File: config.mk
export PLATFORM = sky130hd
export DESIGN_NAME = barrel_shifter_multi_rev
export DESIGN_NICKNAME = d
export VERILOG_FILES = /design/src/rtl/barrel_pkg.sv /design/src/rtl/barrel_rotl.sv /design/src/rtl/barrel_shifter_multi_rev.sv
export SDC_FILE = /design/constraint.sdc
export NUM_CORES = 1
export LEC_CHECK = 0
export CAP_MARGIN = 10
export CORE_MARGIN = 3
export CORE_UTILIZATION = 34
export DETAILED_ROUTE_END_ITERATION = 12
export DONT_BUFFER_PORTS = 1
export PLACE_DENSITY = 0.45
export SKIP_LAST_GASP = 1
export SLEW_MARGIN = 20
export SYNTH_ARGS = -nofsm -noshare
export SYNTH_HDL_FRONTEND = slang
export SYNTH_SLANG_ARGS = --single-unit
File: constraint.sdc
create_clock -name clk -period 0.8 [get_ports clk]
set_clock_uncertainty 0.05 [all_clocks]
set_input_delay 0.16 -clock clk [delete_from_list [all_inputs] [get_ports clk]]
set_output_delay 0.16 -clock clk [all_outputs]
set_load 0.02 [all_outputs]
File: src/rtl/barrel_pkg.sv
// Shared types and helpers for the barrel rotator: rotate direction encoding and
// the bit-reversal function used by both the pre- and post-reversal stages.
package barrel_pkg;

  typedef enum logic {
    ROTATE_LEFT  = 1'b0,
    ROTATE_RIGHT = 1'b1
  } dir_e;

  // Widest operand bit_rev can handle; callers zero-extend into this width.
  localparam int BIT_REV_MAX_W = 64;

  // Reverses the low 'width' bits of x; bits at or above 'width' come back as zero.
  function automatic logic [BIT_REV_MAX_W-1:0] bit_rev(
    input logic [BIT_REV_MAX_W-1:0] x,
    input int                       width
  );
    logic [BIT_REV_MAX_W-1:0] r;
    r = '0;
    for (int i = 0; i < BIT_REV_MAX_W; i++) begin
      if (i < width) r[i] = x[width-1-i];
    end
    return r;
  endfunction

endpackage

File: src/rtl/barrel_rotl.sv
// Combinational log-stage left rotator: stage k rotates left by 2^k when amt_i[k] is set.
module barrel_rotl #(
  parameter int WIDTH = 8,
  parameter int AMT_W = $clog2(WIDTH)
) (
  input  logic [WIDTH-1:0] data_i,
  input  logic [AMT_W-1:0] amt_i,
  output logic [WIDTH-1:0] data_o
);

  logic [WIDTH-1:0] stage [AMT_W+1];

  assign stage[0] = data_i;

  for (genvar gi = 0; gi < AMT_W; gi++) begin : g_stage
    localparam int SH = 1 << gi;
    assign stage[gi+1] = amt_i[gi]
                       ? {stage[gi][WIDTH-SH-1:0], stage[gi][WIDTH-1:WIDTH-SH]}
                       : stage[gi];
  end

  assign data_o = stage[AMT_W];

endmodule

File: src/rtl/barrel_shifter_multi_rev.sv
// Registered bidirectional barrel rotator; right rotates reuse the left core via bit reversal.
// Define BARREL_PIPE_EN to add a pipe register after the core (latency 2 instead of 1).
import barrel_pkg::*;

module barrel_shifter_multi_rev #(
  parameter int WIDTH = 8,
  parameter int AMT_W = $clog2(WIDTH)
) (
  input  logic             clk,
  input  logic             rst_n,
  input  logic [WIDTH-1:0] data,
  input  logic [AMT_W-1:0] amt,
  input  logic             dir_lr,
  output logic [WIDTH-1:0] out
);

  logic                           is_right;
  logic [BIT_REV_MAX_W-WIDTH-1:0] pre_rev_pad_unused;
  logic [BIT_REV_MAX_W-WIDTH-1:0] post_rev_pad_unused;
  logic [WIDTH-1:0]               pre_rev;
  logic [WIDTH-1:0]               rotl_in;
  logic [WIDTH-1:0]               rotl_out;
  logic [WIDTH-1:0]               post_in;
  logic                           post_right;
  logic [WIDTH-1:0]               post_rev;
  logic [WIDTH-1:0]               out_d;
  logic [WIDTH-1:0]               out_q;

  assign is_right = (dir_lr == ROTATE_RIGHT);

  assign {pre_rev_pad_unused, pre_rev} = bit_rev(BIT_REV_MAX_W'(data), WIDTH);
  assign rotl_in = is_right ? pre_rev : data;

  barrel_rotl #(
    .WIDTH (WIDTH),
    .AMT_W (AMT_W)
  ) u_rotl (
    .data_i (rotl_in),
    .amt_i  (amt),
    .data_o (rotl_out)
  );

`ifdef BARREL_PIPE_EN
  // Direction travels with the rotated data so the post-reversal matches its operand.
  logic [WIDTH-1:0] pipe_q;
  logic             pipe_right_q;

  always_ff @(posedge clk or negedge rst_n) begin
    if (!rst_n) begin
      pipe_q       <= '0;
      pipe_right_q <= 1'b0;
    end else begin
      pipe_q       <= rotl_out;
      pipe_right_q <= is_right;
    end
  end

  assign post_in    = pipe_q;
  assign post_right = pipe_right_q;
`else
  assign post_in    = rotl_out;
  assign post_right = is_right;
`endif

  assign {post_rev_pad_unused, post_rev} = bit_rev(BIT_REV_MAX_W'(post_in), WIDTH);
  assign out_d = post_right ? post_rev : post_in;

  always_ff @(posedge clk or negedge rst_n) begin
    if (!rst_n) out_q <= '0;
    else        out_q <= out_d;
  end

  assign out = out_q;

  property p_ctrl_known;
    @(posedge clk) disable iff (!rst_n) !$isunknown({dir_lr, amt});
  endproperty
  a_ctrl_known: assert property (p_ctrl_known);

endmodule

; ---- After elaboration in Yosys (flattened, before gate mapping)
; Index checks and enable logic that the tools add are counted.
[totals]
inputBits = 14
ff_bits = 8
[classes]
n_mux = 5
[ops]
columns = cell, count
row1 = 2-to-1 mux 8 bit, 5

; ---- Depth between registers and ports, before layout
; Gate-level depths: netlist of the first run.
[logic_depth]
word_depth = 5
mapped_depth = 6

; ---- Hierarchy
; A second synthesis of the first run with hierarchy kept.
[unflattened]
cells_unflattened = 45
area_unflattened_um2 = 775.7
[by_module_without_submodules]
columns = mod, area_per_inst_um2, seq_area_each_um2, cells_each, n_inst
row1 = barrel_shifter_multi_rev, 449.2, 200.2, 26, 1
row2 = barrel_rotl, 326.6, 0.0, 19, 1

; ---- Least setup slack after synthesis of the first run
; No wires, ideal clock.
[synth_path]
path_type = input to register
start = input amt[2]
end = register out_q[3], in the netlist out[3]
setup_slack_ps = -640
required_ps = 625
path_buffers = 2
t_arrival_ps = 1265
setup_time_ps = 125
cell_stages = 6
path_cell_list = buf_6 -> buf_2 -> mux4_1 -> mux2_2 -> mux2i_1 -> a21oi_1
[synth_between]
elab_chain_len = 2
[synth_rtl]
columns = element, line
row1 = "start, declared", barrel_shifter_multi_rev.sv:12  ; input logic [AMT_W-1:0] amt,
row2 = 2-to-1 mux 8 bit, barrel_rotl.sv:18  ; ? {stage[gi][WIDTH-SH-1:0], stage[gi][WIDTH-1:WIDTH-SH]}
row3 = 2-to-1 mux 8 bit, barrel_shifter_multi_rev.sv:66  ; assign out_d = post_right ? post_rev : post_in;
row4 = net out_d[3], barrel_shifter_multi_rev.sv:26  ; logic [WIDTH-1:0] out_d;
row5 = "end signal, assigned", barrel_shifter_multi_rev.sv:70  ; else out_q <= out_d;
row6 = "end, declared", barrel_shifter_multi_rev.sv:27  ; logic [WIDTH-1:0] out_q;
; The timed path passes the listed nets, and every way through them passes these cells.

; ---- Final worst setup path of the first run
[layout_path]
start = input amt[2]
end = register out_q[6], in the netlist out[6]
; The elaborated chain is that of the path after synthesis.

==> results of run 1 <==
==> repair_timing <==
item,CTS,global route
setup endpoints to repair,16,16
endpoints found under the hold margin,14,6
resized for setup,6,15
buffers inserted,0,1
pin swaps,3,10
==> power by group <==
| group | switching [uW] | internal (uW) | total, uW |
|---|---|---|---|
| clock | 119 | 170 | 290 |
| combinational | 160 | 265 | 425 |
| sequential | 93.3 | 469 | 562 |
| total | 373 | 904 | 1280 |
==> area by class of cell <==
type                            count  area (sq um)
Fill cell                         208          1140
Clock buffer                        3          22.5
Timing Repair Buffer                5          52.6
Sequential cell                     8           206
Inverter                            2          7.51
Multi-Input combinational cell     48           617
Tap cell                           27          33.8
==> worst min path at each step <==
stage	from	endpoint	slack [ns]	cells past startpoint
after detailed placement	rst_n	out[7]	-0.19	0
after CTS	dir_lr	out[4]	-0.07	1
after floorplan	rst_n	out[0]	-0.19	0
after global placement	rst_n	out[7]	-0.19	0
after global routing	dir_lr	out[3]	-0.07	1
final	dir_lr	out[3]	-0.06	1
==> cells by family (layout without fill, tap and decap cells) <==
logic type             Yosys count  count (layout)  share of synthesized area [%]
XOR/XNOR                         1               1                           1.10
buffers and inverters            7              10                           6.43
AO/OA/AOI/OAI                   12              12                           8.78
multiplexers                    22              22                           51.9
flip-flops                       8               8                           25.1
AND/OR/NAND/NOR                 13              13                           6.74
==> per-layer routing <==
metal	wire (um)	track usage, %	share of wire [%]	vias to the layer above
li1	-	-	-	259
met1	682	15.7	41	276
met2	826	20.7	50	22
met3	126	3.00	7.7	2
met4	9	8.71	0.55	0
met5	0	0	0	-
==> metrics by stage <==
step | total power (uW) | instances | utilization [%] | TNS (ns) | area (sq um)
2_1_floorplan | 891 | 63 | - | -4.60 | 812
3_3_place_gp | 910 | 88 | 39.9 | -4.68 | 831
3_5_place_dp | 910 | 88 | 39.9 | -4.66 | 831
4_1_cts | 1230 | 92 | 42.1 | -2.91 | 877
5_1_grt | 1370 | 93 | 45.1 | -3.22 | 940
6_report | 1280 | 93 | 45.1 | -2.79 | 940
==> layout by cell type, fill, tap and decap left out, types with 2 or more instances in the layout <==
cell type / instances
a21oi_2: 4
a22oi_2: 2
a31oi_1: 2
and3_1: 2
buf_4: 3
clkbuf_4: 3
dfrtp_1: 3
dfrtp_2: 5
mux2_2: 2
mux2_4: 2
mux2i_1: 2
mux4_2: 12
nand2_1: 9
o21ai_1: 2
o22ai_1: 2
==> impl_metrics.tcl, run 1 <==
set metrics [dict create \
    outcome "finished with violations" \
    violations "hold timing, setup timing" \
    cp.depth 4 \
    rows 16 \
    crit_family "multiplexers" \
    async_flop_share_pct 100 \
    crit_path_top_delay_cell "mux4_2" \
    ys_seq_area_share_pct 25.1 \
    die-height_um 54.5 \
    holdCritPathClass "in2reg" \
    startpoint "amt[2]" \
    largest_reg_flops 8 \
    place_ws_ns -0.652 \
    portBuffers 0 \
    htree_num_levels 1 \
    setup_viol 16 \
    fp.dieArea_sq_mm 0.00297 \
    fin_crit_ns 1.14 \
    antenna_cells 0 \
    synth_largest_area_cell "mux4_2" \
    vias_per_cell 6.01 \
    synth_common_cells "nand2_1 (11), mux4_2 (10), dfrtp_1 (8)" \
    synth.cell_area_sq_um 798 \
    startpoint_type "primary input" \
    syn_area_per_cell_sq_um 12.7 \
    layout.nets 82 \
    slew_violations 0 \
    worst_ep_arrival_time_ns 1.22 \
    area_delta_synth_final_pct 17.7 \
    postCtsHoldBufs 1 \
    place_hpwl_um 1310 \
    antenna_found_initial 0 \
    hold_viol_final 6 \
    place_congestion 0.801 \
    fin_crit_sh_pct 143 \
    firstDrtPassIters 4 \
    cts.sinks 8 \
    cellLeakagePower_uw 0.000346 \
    core_sq_mm 0.00208 \
    ys.flop_type "dfrtp_1" \
    synth_edf_count 0 \
    cp.required_ns 0.88 \
    die_w_um 54.5 \
    cts_tree "built" \
    ant_nets 0 \
    crit_end "out[6]" \
    setup_ws_ns -0.341 \
    hold_slack_ns -0.0585 \
    grt_pass1_wl_um 2750 \
    maxCapViolations 0 \
    grt.overflow.total 0 \
    vias 559 \
    start_util_pct 38.3 \
    worstMarginPinSlew_ns 0.333 \
    power_density_mw_per_mm2 1360 \
    synth_top_cell_area_share_pct 28.2 \
    synth.most_common_cell "nand2_1" \
    cpPeakStageDelay_ns 0.47 \
    endpoint_kind "register" \
    crit_chain "mux4_2 -> mux2_4 -> mux2i_2 -> o21ai_1" \
    path_buf_inv 0 \
    drc 0 \
    critical_path_class "in2reg" \
    num_io_pins 22 \
    grt_usage_pct 13.1 \
    slew-limit-headroom_pct 77.7 \
    ys_types 18 \
    synth_nets 77 \
    clk_pin_slew_ns 0.05 \
    drt_iter0_drc 4 \
    grt_max_degree 15 \
    numCtsBuffers 3 \
    wl_um 1650 \
    cts-root-buf "clkbuf_4" \
    synth_area_leaders "mux4_2 (28%), dfrtp_1 (25%), mux4_1 (9.9%), mux2_2 (5.6%), nand2_1 (5.2%)" \
    rsz0062_at_grt "yes" \
    max_freq_mhz 877 \
    synth_cells 63 \
    routedWlPerCell_um 17.7 \
    crit_path_max_fanout 14 \
    yosys_warnings 0 \
    max-vdd-ir-drop_uv 693 \
    grt_pass1_vias 612 \
    ys_ff_latch 8 \
    cts_buffer_depth 2 \
    drive_gt1_share_pct 62.1 \
]
Note: power is estimated with default switching activity, not from simulation.
==> run 2: changes to the inputs <==
Settings changed: SKIP_LAST_GASP 1 to default.
==> results of run 2 <==
Same layout as run 1: the final DEF is identical, and so are final timing and power.
